`src/rtl/cpu_defs_pkg.sv`:
```
// Shared CPU definitions: opcodes, datapath width and the IN-port controller states.
package cpu_defs_pkg;

  localparam int unsigned DATA_W = 8;
  localparam logic [3:0]  OP_OUT = 4'h6;
  localparam logic [3:0]  OP_IN  = 4'h7;

  typedef logic [DATA_W-1:0] data_t;

  typedef enum logic [1:0] {
    ST_RUN  = 2'd0,
    ST_WAIT = 2'd1,
    ST_REL  = 2'd2
  } in_state_e;

endpackage

```
`src/rtl/ext_in_port_if.sv`:
```
// Producer-side valid/ready byte channel into the IN port.
interface ext_in_port_if;
  import cpu_defs_pkg::*;

  data_t ext_data;
  logic  ext_valid;
  logic  ext_ready;

  modport master (output ext_data, output ext_valid, input ext_ready);
  modport slave  (input ext_data, input ext_valid, output ext_ready);

endinterface

```
`src/rtl/sync_fifo.sv`:
```
// Small circular FIFO updated on the falling clock edge; push when full and pop when
// empty are ignored, so level never leaves 0..DEPTH.
module sync_fifo #(
  parameter int unsigned DEPTH = 4,
  parameter int unsigned WIDTH = 8
) (
  input  logic                         clk,
  input  logic                         rst,
  input  logic                         push,
  input  logic                         pop,
  input  logic [WIDTH-1:0]             wdata,
  output logic                         full,
  output logic                         empty,
  output logic [$clog2(DEPTH+1)-1:0]   level,
  output logic [WIDTH-1:0]             head
);

  localparam int unsigned PTR_W = $clog2(DEPTH);
  localparam int unsigned LVL_W = $clog2(DEPTH+1);

  logic [WIDTH-1:0] mem [DEPTH];
  logic [PTR_W-1:0] wr_ptr;
  logic [PTR_W-1:0] rd_ptr;
  logic             do_push;
  logic             do_pop;

  assign full    = (level == LVL_W'(DEPTH));
  assign empty   = (level == '0);
  assign do_push = push & ~full;
  assign do_pop  = pop & ~empty;
  assign head    = mem[rd_ptr];

  // Pointers wrap naturally because DEPTH is a power of two.
  always_ff @(negedge clk or posedge rst) begin
    if (rst) begin
      wr_ptr <= '0;
      rd_ptr <= '0;
      level  <= '0;
    end else begin
      if (do_push) wr_ptr <= wr_ptr + PTR_W'(1);
      if (do_pop)  rd_ptr <= rd_ptr + PTR_W'(1);
      level <= level + LVL_W'(do_push) - LVL_W'(do_pop);
    end
  end

  // Storage needs no reset: the head is only used while level != 0.
  always_ff @(negedge clk) begin
    if (do_push) mem[wr_ptr] <= wdata;
  end

endmodule

```
`src/rtl/ext_in_port.sv`:
```
// IN port: buffers producer bytes and serves the IN instruction in EXE, stalling the PC
// while the buffer is empty; a watchdog releases an IN stuck waiting for too long.
module ext_in_port
  import cpu_defs_pkg::*;
#(
  parameter int unsigned DEPTH   = 4,
  parameter int unsigned TIMEOUT = 255
) (
  input  logic                         clk,
  input  logic                         rst,
  ext_in_port_if.slave                 ext,
  input  logic [3:0]                   op,
  output logic [DATA_W-1:0]            in_data,
  output logic                         pc_en,
  output logic                         in_ack,
  output logic                         in_timeout,
  output logic [$clog2(DEPTH+1)-1:0]   level
);

  localparam int unsigned WDOG_W = (TIMEOUT < 2) ? 1 : $clog2(TIMEOUT+1);

  in_state_e         state;
  in_state_e         state_nx;
  logic [WDOG_W-1:0] wdog;
  logic [WDOG_W-1:0] wdog_nx;
  logic              in_ack_nx;
  logic              in_timeout_nx;

  logic              is_in;
  logic              rel;
  logic              push;
  logic              pop;
  logic              fifo_full;
  logic              fifo_empty;
  data_t             head;

  assign is_in         = (op == OP_IN);
  assign rel           = (state == ST_REL);
  assign ext.ext_ready = ~fifo_full;
  assign push          = ext.ext_valid & ~fifo_full;
  assign pop           = is_in & ~fifo_empty & ~rel;
  assign in_data       = (fifo_empty | rel) ? '0 : head;
  assign pc_en         = ~(is_in & fifo_empty & ~rel);

  sync_fifo #(
    .DEPTH (DEPTH),
    .WIDTH (DATA_W)
  ) u_fifo (
    .clk   (clk),
    .rst   (rst),
    .push  (push),
    .pop   (pop),
    .wdata (ext.ext_data),
    .full  (fifo_full),
    .empty (fifo_empty),
    .level (level),
    .head  (head)
  );

  // Watchdog compares against the count before increment, so it fires TIMEOUT cycles after entry.
  always_comb begin
    state_nx      = state;
    wdog_nx       = wdog;
    in_ack_nx     = pop | rel;
    in_timeout_nx = in_timeout;
    case (state)
      ST_RUN: begin
        if (is_in & fifo_empty) begin
          state_nx = ST_WAIT;
          wdog_nx  = WDOG_W'(1);
        end
      end
      ST_WAIT: begin
        wdog_nx = wdog + WDOG_W'(1);
        if (pop) begin
          state_nx = ST_RUN;
        end else if ((TIMEOUT != 0) && (wdog == WDOG_W'(TIMEOUT))) begin
          state_nx      = ST_REL;
          in_timeout_nx = 1'b1;
        end else if (!is_in) begin
          state_nx = ST_RUN;
        end
      end
      ST_REL:  state_nx = ST_RUN;
      default: state_nx = ST_RUN;
    endcase
  end

  always_ff @(negedge clk or posedge rst) begin
    if (rst) begin
      state      <= ST_RUN;
      wdog       <= '0;
      in_ack     <= 1'b0;
      in_timeout <= 1'b0;
    end else begin
      state      <= state_nx;
      wdog       <= wdog_nx;
      in_ack     <= in_ack_nx;
      in_timeout <= in_timeout_nx;
    end
  end

endmodule
```
`src/flat_wrapper.sv`:
```
// flat-port wrapper written by rule: the top's interface ports become plain ports
module ext_in_port_flat import cpu_defs_pkg::*;
#(
  parameter int unsigned DEPTH   = 4,
  parameter int unsigned TIMEOUT = 255
)
  (clk, rst, op, in_data, pc_en, in_ack, in_timeout, level, ext_ext_data, ext_ext_valid, ext_ext_ready);
  ext_in_port_if ext_i ();
  input  logic clk;
  input  logic rst;
  input  logic [3:0] op;
  output logic [DATA_W-1:0] in_data;
  output logic pc_en;
  output logic in_ack;
  output logic in_timeout;
  output logic [$clog2(DEPTH+1)-1:0] level;
  input wire logic [$bits(ext_i.ext_data)-1:0] ext_ext_data;
  input wire logic [$bits(ext_i.ext_valid)-1:0] ext_ext_valid;
  output wire logic [$bits(ext_i.ext_ready)-1:0] ext_ext_ready;
  assign ext_i.ext_data = ext_ext_data;
  assign ext_i.ext_valid = ext_ext_valid;
  assign ext_ext_ready = ext_i.ext_ready;
  ext_in_port #(.DEPTH(DEPTH), .TIMEOUT(TIMEOUT)) u_core (.clk(clk), .rst(rst), .ext(ext_i), .op(op), .in_data(in_data), .pc_en(pc_en), .in_ack(in_ack), .in_timeout(in_timeout), .level(level));
endmodule
```
`config.mk`:
```
export PLATFORM = sky130hd
export DESIGN_NAME = ext_in_port_flat
export DESIGN_NICKNAME = d
export VERILOG_FILES = /design/src/rtl/cpu_defs_pkg.sv /design/src/rtl/ext_in_port_if.sv /design/src/rtl/sync_fifo.sv /design/src/rtl/ext_in_port.sv /design/src/flat_wrapper.sv
export SDC_FILE = /design/constraint.sdc
export NUM_CORES = 1
export LEC_CHECK = 0
export CORE_ASPECT_RATIO = 1.5
export CORE_MARGIN = 1
export CORE_UTILIZATION = 35
export DETAILED_ROUTE_END_ITERATION = 7
export GPL_TIMING_DRIVEN = 0
export PLACE_DENSITY = 0.63
export SYNTH_ARGS = -nofsm -noshare
export SYNTH_HDL_FRONTEND = slang
export SYNTH_SLANG_ARGS = --single-unit
```
`constraint.sdc`:
```
create_clock -name clk -period 4.9 [get_ports clk]
set_input_delay 1.47 -clock clk [delete_from_list [all_inputs] [get_ports clk]]
set_output_delay 1.47 -clock clk [all_outputs]
set_load 0.02 [all_outputs]
```
==> flow_summary_export.csv, run 1 <==
group,metric,value,unit
floorplan,start_util,36.9,%
yosys,synth_flop_cell,"edfxtp_1",
detailed_routing,post_drt_wl_per_cell,15.2,um
detailed_routing,antenna_left,0,
global_routing,antenna_found_initial,0,
yosys,synthCells,160,
yosys,synth_area_leader_cell,"edfxtp_1",
global_routing,grtUsageTotal,15.7,%
cts,htree_levels,2,
global_routing,grt-busiest-layer,"met2",
cts,cts_buffers,5,
sta,rsz0062_at_grt,"yes",
place,portBuffers,29,
layout,multi_input_area,893,um^2
detailed_routing,drc,0,
detailed_routing,drt_iter0_drc,82,
critical_path,critPathSlowestCell,"mux4_2",
yosys,syn_area_per_cell,14.4,um^2
yosys,synth_seq_cells,51,
yosys,muxShareOfSynthArea,8.89,%
place,dp_slack,-1.15,ns
floorplan,die_w,68.3,um
yosys,synth.area.top_cells,"edfxtp_1, dfrtn_1, mux4_2",
cts,ctsHoldBuffers,0,
yosys,synth_compound_area_share,6.07,%
global_routing,grt_util_met2,28.7,%
cts,clk_path_buf_depth,2,
layout,fin_area,3130,um^2
detailed_routing,routed-via-count,1590,
critical_path,crit_path_end_kind,"output pin",
critical_path,path_buf_inv,2,
yosys,synth-edff-count,32,
layout,syn2layout_area_growth,35.7,%
cts,path_clk_slew,0.08,ns
yosys,yosys.area_share.xor_xnor,1.90,%
critical_path,path_cells,"buf_6 > mux4_2 > and3_4 > buf_6",
critical_path,crit_path_frequent_cell,"buf_6",
cts,cts_tree,"built",
yosys,ys_types,42,
sta,fin_ws,-0.753,ns
global_routing,grt_use_met3,4.05,%
power_and_ir_drop,power.leakage,1.36,nW
run,max_cap_viol_count,0,
cts,root_buffer,"clkbuf_8",
yosys,syn_nets,183,
yosys,seq_area_frac_synth,62.2,%
layout,fillers,587,
global_routing,use_met1,16.8,%
critical_path,start_kind,"flop",
sta,relSlewSlack,50.5,%
run_status,status,"finished with violations",
place,dpl-instance-area,2800,um^2
layout,layout-drive-gt1-share,30.7,%
detailed_routing,vias_per_cell,5.10,
floorplan,die_h,101,um
global_routing,grt_pass1_wl,7820,um
layout,regArea,1440,um^2
layout,fin_nets,260,
power_and_ir_drop,pwr_density_cell,578,nW/um^2
detailed_routing,first_pass_iters,4,
cts,cts_sinks,51,
critical_path,cp.required,3.43,ns
power_and_ir_drop,vdd_drop_max,416,uV
global_routing,grt_pass1_vias,1701,
worst_hold_path,hp-class,"reg -> reg",
sta,finalSetupViolations,12,
yosys,synth-simple-area-share,13.2,%
yosys,synthArstFlopShare,37.3,%
run_status,violations,"setup timing",
global_routing,grt_start_max_net_pins,20,
critical_path,max_stage_delay,0.51,ns
place,gp_congestion,0.779,
critical_path,worstPathArrival,4.18,ns
critical_path,worst-path-max-fanout,5,
floorplan,core_area,6260,um^2
yosys,synth_area,2310,um^2
layout,num_antenna_cells,0,
place,dp.final_hpwl,3070,um
yosys,synthAdderAreaFrac,4.66,%
global_routing,grt_overflow,0,
sta,hold_violations,0,
critical_path,critical_path_class,"reg -> out",
detailed_routing,wirelength,4730,um
power_and_ir_drop,p_total,1.81,mW
floorplan,std_cell_rows,35,
critical_path,crit_family,"multiplexers",
yosys,synth_warnings,0,
yosys,netlist.area_leader.share,41.6,%
cts,insertion_delay,0.38,ns
floorplan,ios,30,
sta,fin_worst_skew,0.0696,ns
yosys,synth_top_family_by_area,"simple AND/OR/NAND/NOR gates",
floorplan,dieArea,6930,um^2
sta,finalMaxSlewViolations,0,
sta,worst_pin_slew,0.742,ns
## final cells by class
class	count	area share, %
Sequential cell	51	45.8
Tap cell	74	2.96
Inverter	10	1.28
Timing Repair Buffer	41	12.7
Clock buffer	5	2.20
Clock inverter	35	5.23
Buffer	5	1.28
Multi-Input combinational cell	91	28.5
## worst paths after layout
kind                                         start                      to  slack, ns  cells past startpoint
max                        u_core.u_fifo.rd_ptr[0]              in_data[4]      -0.75                      4
min                              u_core.in_timeout       u_core.in_timeout       0.42                      1
max reg2reg                 u_core.u_fifo.level[2]  u_core.u_fifo.level[2]       2.52                     11
min reg2reg                      u_core.in_timeout       u_core.in_timeout       0.42                      1
max in group asynchronous                      rst          u_core.wdog[5]       0.49                      2
min in group asynchronous                      rst          u_core.wdog[3]       3.91                      2
## Yosys cell counts, types with 3 or more instances
cell type	n
or4_1	3
o311ai_0	3
xnor2_1	3
dfrtn_1	19
and3_1	15
ha_1	7
nand2_1	11
nand2b_1	3
edfxtp_1	32
mux4_2	8
clkbuf_1	5
inv_1	11
## per-stage QoR
step                      utilization, %  setup TNS (ns)  instances  hold WS [ns]
after global placement              44.7          -30.79        263         0.417
after CTS                           50.4           -8.02        312         0.426
after detailed placement            44.7          -31.09        263         0.429
after floorplan                        -           -4.01        160         0.471
final                               50.0           -7.47        312         0.423
after global routing                50.0           -8.07        312         0.445
## per-layer routing
layer  vias to the layer above  wire [um]
li1                        757          -
met1                       783       1840
met2                        46       2660
met3                         4        192
met4                         0         44
met5                         -          0
## registers in the layout, summed over array words and instances (netlist names)
name                  flops
u_core.in_ack             1
u_core.in_timeout         1
u_core.state              2
u_core.u_fifo.level       3
u_core.u_fifo.mem        32
u_core.u_fifo.rd_ptr      2
u_core.u_fifo.wr_ptr      2
u_core.wdog               8
## placed cells by master, fill, tap and decap left out, types with 2 or more instances in the layout
| cell | synthesis | final |
|---|---|---|
| and3_4 | 0 | 9 |
| nand2_1 | 11 | 10 |
| o31ai_1 | 2 | 2 |
| buf_2 | 2 | 4 |
| nand4b_1 | 2 | 2 |
| o21ai_0 | 2 | 2 |
| ha_1 | 7 | 5 |
| buf_6 | 0 | 21 |
| clkbuf_8 | 0 | 6 |
| mux4_2 | 8 | 8 |
| nand3_1 | 2 | 2 |
| inv_1 | 11 | 41 |
| nor3_1 | 2 | 2 |
| or4_1 | 3 | 3 |
| nand2b_1 | 3 | 3 |
| o211ai_1 | 2 | 2 |
| nand4_1 | 2 | 2 |
| buf_4 | 0 | 7 |
| ha_4 | 0 | 2 |
| clkbuf_1 | 5 | 2 |
| nor2b_1 | 2 | 2 |
| dfrtn_1 | 19 | 19 |
| clkdlybuf4s50_1 | 0 | 9 |
| xnor2_1 | 3 | 3 |
| edfxtp_1 | 32 | 32 |
| xor2_1 | 2 | 2 |
| clkinv_8 | 0 | 2 |
| o311ai_0 | 3 | 3 |
| and3_1 | 15 | 6 |
## cell families after synthesis
group / count (synthesis)
and+or+nand+nor: 51
DFF: 51
buffers and inverters: 18
AOI/OAI and AO/OA: 17
muxes: 10
adders and majority gates: 8
xor gates and xnor gates: 5
## where the power goes
group	leakage [nW]	internal [mW]	switching (mW)	total, mW
logic	0.607	0.435	0.335	0.770
clock network	0.226	0.147	0.232	0.378
registers	0.528	0.582	0.0813	0.663
## what timing repair did
item,in CTS,in global routing
hold endpoints to repair,0,0
resized for setup,111,6
setup endpoints to repair,45,16
setup buffers,10,3
cloned,1,0
pin swaps,16,1
Note: power is estimated with default switching activity, not from simulation.
==> inputs of run 2 (changes only) <==
- GPL_TIMING_DRIVEN: 0 -> not set
==> flow_summary_export.csv, run 2 (synthesized netlist as in run 1, its figures left out) <==
group,metric,value,unit
run_status,status,"finished with violations",
run_status,violations,"setup timing",
global_routing,grt_start_max_net_pins,20,
layout,syn2layout_area_growth,46.6,%
layout,multi_input_area,892,um^2
detailed_routing,wl_met1,1980,um
critical_path,crit_family,"multiplexers",
power_and_ir_drop,vdd_drop_max,256,uV
floorplan,dieArea,6930,um^2
layout,fillers,557,
critical_path,critical_path_class,"reg -> out",
critical_path,worst-path-max-fanout,5,
critical_path,crit_path_frequent_cell,"buf_6",
run,max_cap_viol_count,0,
critical_path,critPathSlowestCell,"mux4_2",
layout,largest_reg_flops,32,
cts,root_buffer,"clkbuf_8",
sta,worst_pin_slew,0.343,ns
floorplan,die_w,68.3,um
critical_path,path_buf_inv,2,
global_routing,grt_overflow,0,
worst_hold_path,hp-class,"reg -> reg",
layout,final_cell_count_no_fill,334,
cts,htree_levels,2,
critical_path,crit_path_end_kind,"output pin",
place,portBuffers,29,
detailed_routing,post_drt_wl_per_cell,15.2,um
floorplan,start_util,36.9,%
layout,num_antenna_cells,0,
critical_path,worstPathArrival,4.18,ns
layout,regMostFlops,"u_core.u_fifo.mem",
sta,fin_setup_tns,-7.39,ns
sta,fin_ws,-0.749,ns
power_and_ir_drop,pwr_density_cell,571,nW/um^2
layout,reg.largest.list,"u_core.u_fifo.mem (32), u_core.wdog (8), u_core.u_fifo.level (3)",
cts,path_clk_slew,0.08,ns
layout,layout_commonest_cell,"inv_1",
cts,cts_buffers,5,
cts,cts_sinks,51,
cts,clk_path_buf_depth,2,
sta,finalSetupViolations,13,
floorplan,core_area,6260,um^2
critical_path,start_kind,"flop",
place,gp_congestion,0.744,
global_routing,grt_pass1_vias,1839,
cts,ctsHoldBuffers,0,
detailed_routing,dr_wl_met2,2780,um
sta,holdWs,0.495,ns
sta,hold_violations,0,
power_and_ir_drop,power.leakage,1.50,nW
sta,finalMaxSlewViolations,0,
cts,insertion_delay,0.38,ns
detailed_routing,wirelength,5070,um
critical_path,path_cells,"buf_6 > mux4_2 > and3_4 > buf_6",
place,dp.final_hpwl,3410,um
global_routing,grt_pass1_wl,8320,um
detailed_routing,drt_iter0_drc,110,
layout,layout-drive-gt1-share,36.9,%
cts,cts_tree,"built",
sta,fin_worst_skew,0.0700,ns
global_routing,grtUsageTotal,16.9,%
global_routing,antenna_found_initial,0,
detailed_routing,antenna_left,0,
floorplan,std_cell_rows,35,
floorplan,die_h,101,um
detailed_routing,vias_per_cell,4.97,
critical_path,cp.required,3.43,ns
detailed_routing,wl_met3,226,um
layout,fin_nets,282,
layout,layout_common_cells,"inv_1, edfxtp_1, buf_4",
floorplan,ios,30,
detailed_routing,top_layer,"met4",
sta,rsz0062_at_grt,"yes",
critical_path,max_stage_delay,0.51,ns
detailed_routing,first_pass_iters,4,
place,dp_cells,283,
detailed_routing,drc,0,
layout,regArea,1440,um^2
detailed_routing,routed-via-count,1659,
sta,relSlewSlack,76.9,%
## run 2: changes by cell type in the layout (fill, tap and decap cells not counted), sizes merged
cell | previous run | this run
clkbuf | 9 | 5
inv | 43 | 44
buf | 32 | 58
clkinv | 2 | 1
## run 2: layout make-up
type | count | area share (%)
clock buffer | 5 | 2.03
clock inverter | 35 | 4.69
inverter | 10 | 1.18
multi-input combinational | 91 | 26.4
sequential | 51 | 42.4
tap | 74 | 2.74
timing repair buffer | 68 | 20.6
## run 2: final timing paths
path,startpoint,to,slack [ns],cells after the start
min in group asynchronous,rst,u_core.wdog[3],3.81,3
min reg2reg,u_core.in_timeout,u_core.in_timeout,0.49,2
max in group asynchronous,rst,u_core.wdog[7],0.86,3
max reg2reg,u_core.u_fifo.level[2],u_core.u_fifo.level[2],2.50,10
min,u_core.in_timeout,u_core.in_timeout,0.49,2
max,u_core.u_fifo.rd_ptr[0],in_data[5],-0.75,4
## run 2: per-stage QoR
stage                     power [mW]  setup slack, ns  utilization (%)  area (um^2)
final                           1.93           -0.749             54.0         3380
after global routing            2.07           -0.802             54.0         3380
after global placement          1.48            -1.09             48.4         3030
after floorplan                 1.15           -0.625                -         2420
after CTS                       1.99           -0.863             54.2         3390
after detailed placement        1.50            -1.08             48.4         3030
## run 2: worst reg2reg max path, stage by stage (launching register included)
cell     delay [ns]
dfrtn_1        0.36
or3_1          0.38
buf_6          0.15
buf_4          0.14
and3_4         0.17
ha_4           0.27
inv_4          0.03
ha_4           0.14
fa_2           0.32
xor2_1         0.16
xnor2_1        0.12
## run 2: what timing repair did
item | CTS | global route
gates cloned | 1 | 0
endpoints found under the setup margin | 25 | 16
resized for setup | 109 | 7
setup buffers | 11 | 8
pin swaps | 18 | 12
## run 2: layer usage
metal	global-route usage [%]	vias up
met1	17.7	802
met2	29.0	48
met5	0	-
li1	-	802
met4	9.46	0
met3	5.41	7
## run 2: report_power, final
part | switching, mW | internal (mW)
Clock | 0.230 | 0.146
Sequential | 0.0674 | 0.582
Combinational | 0.377 | 0.531
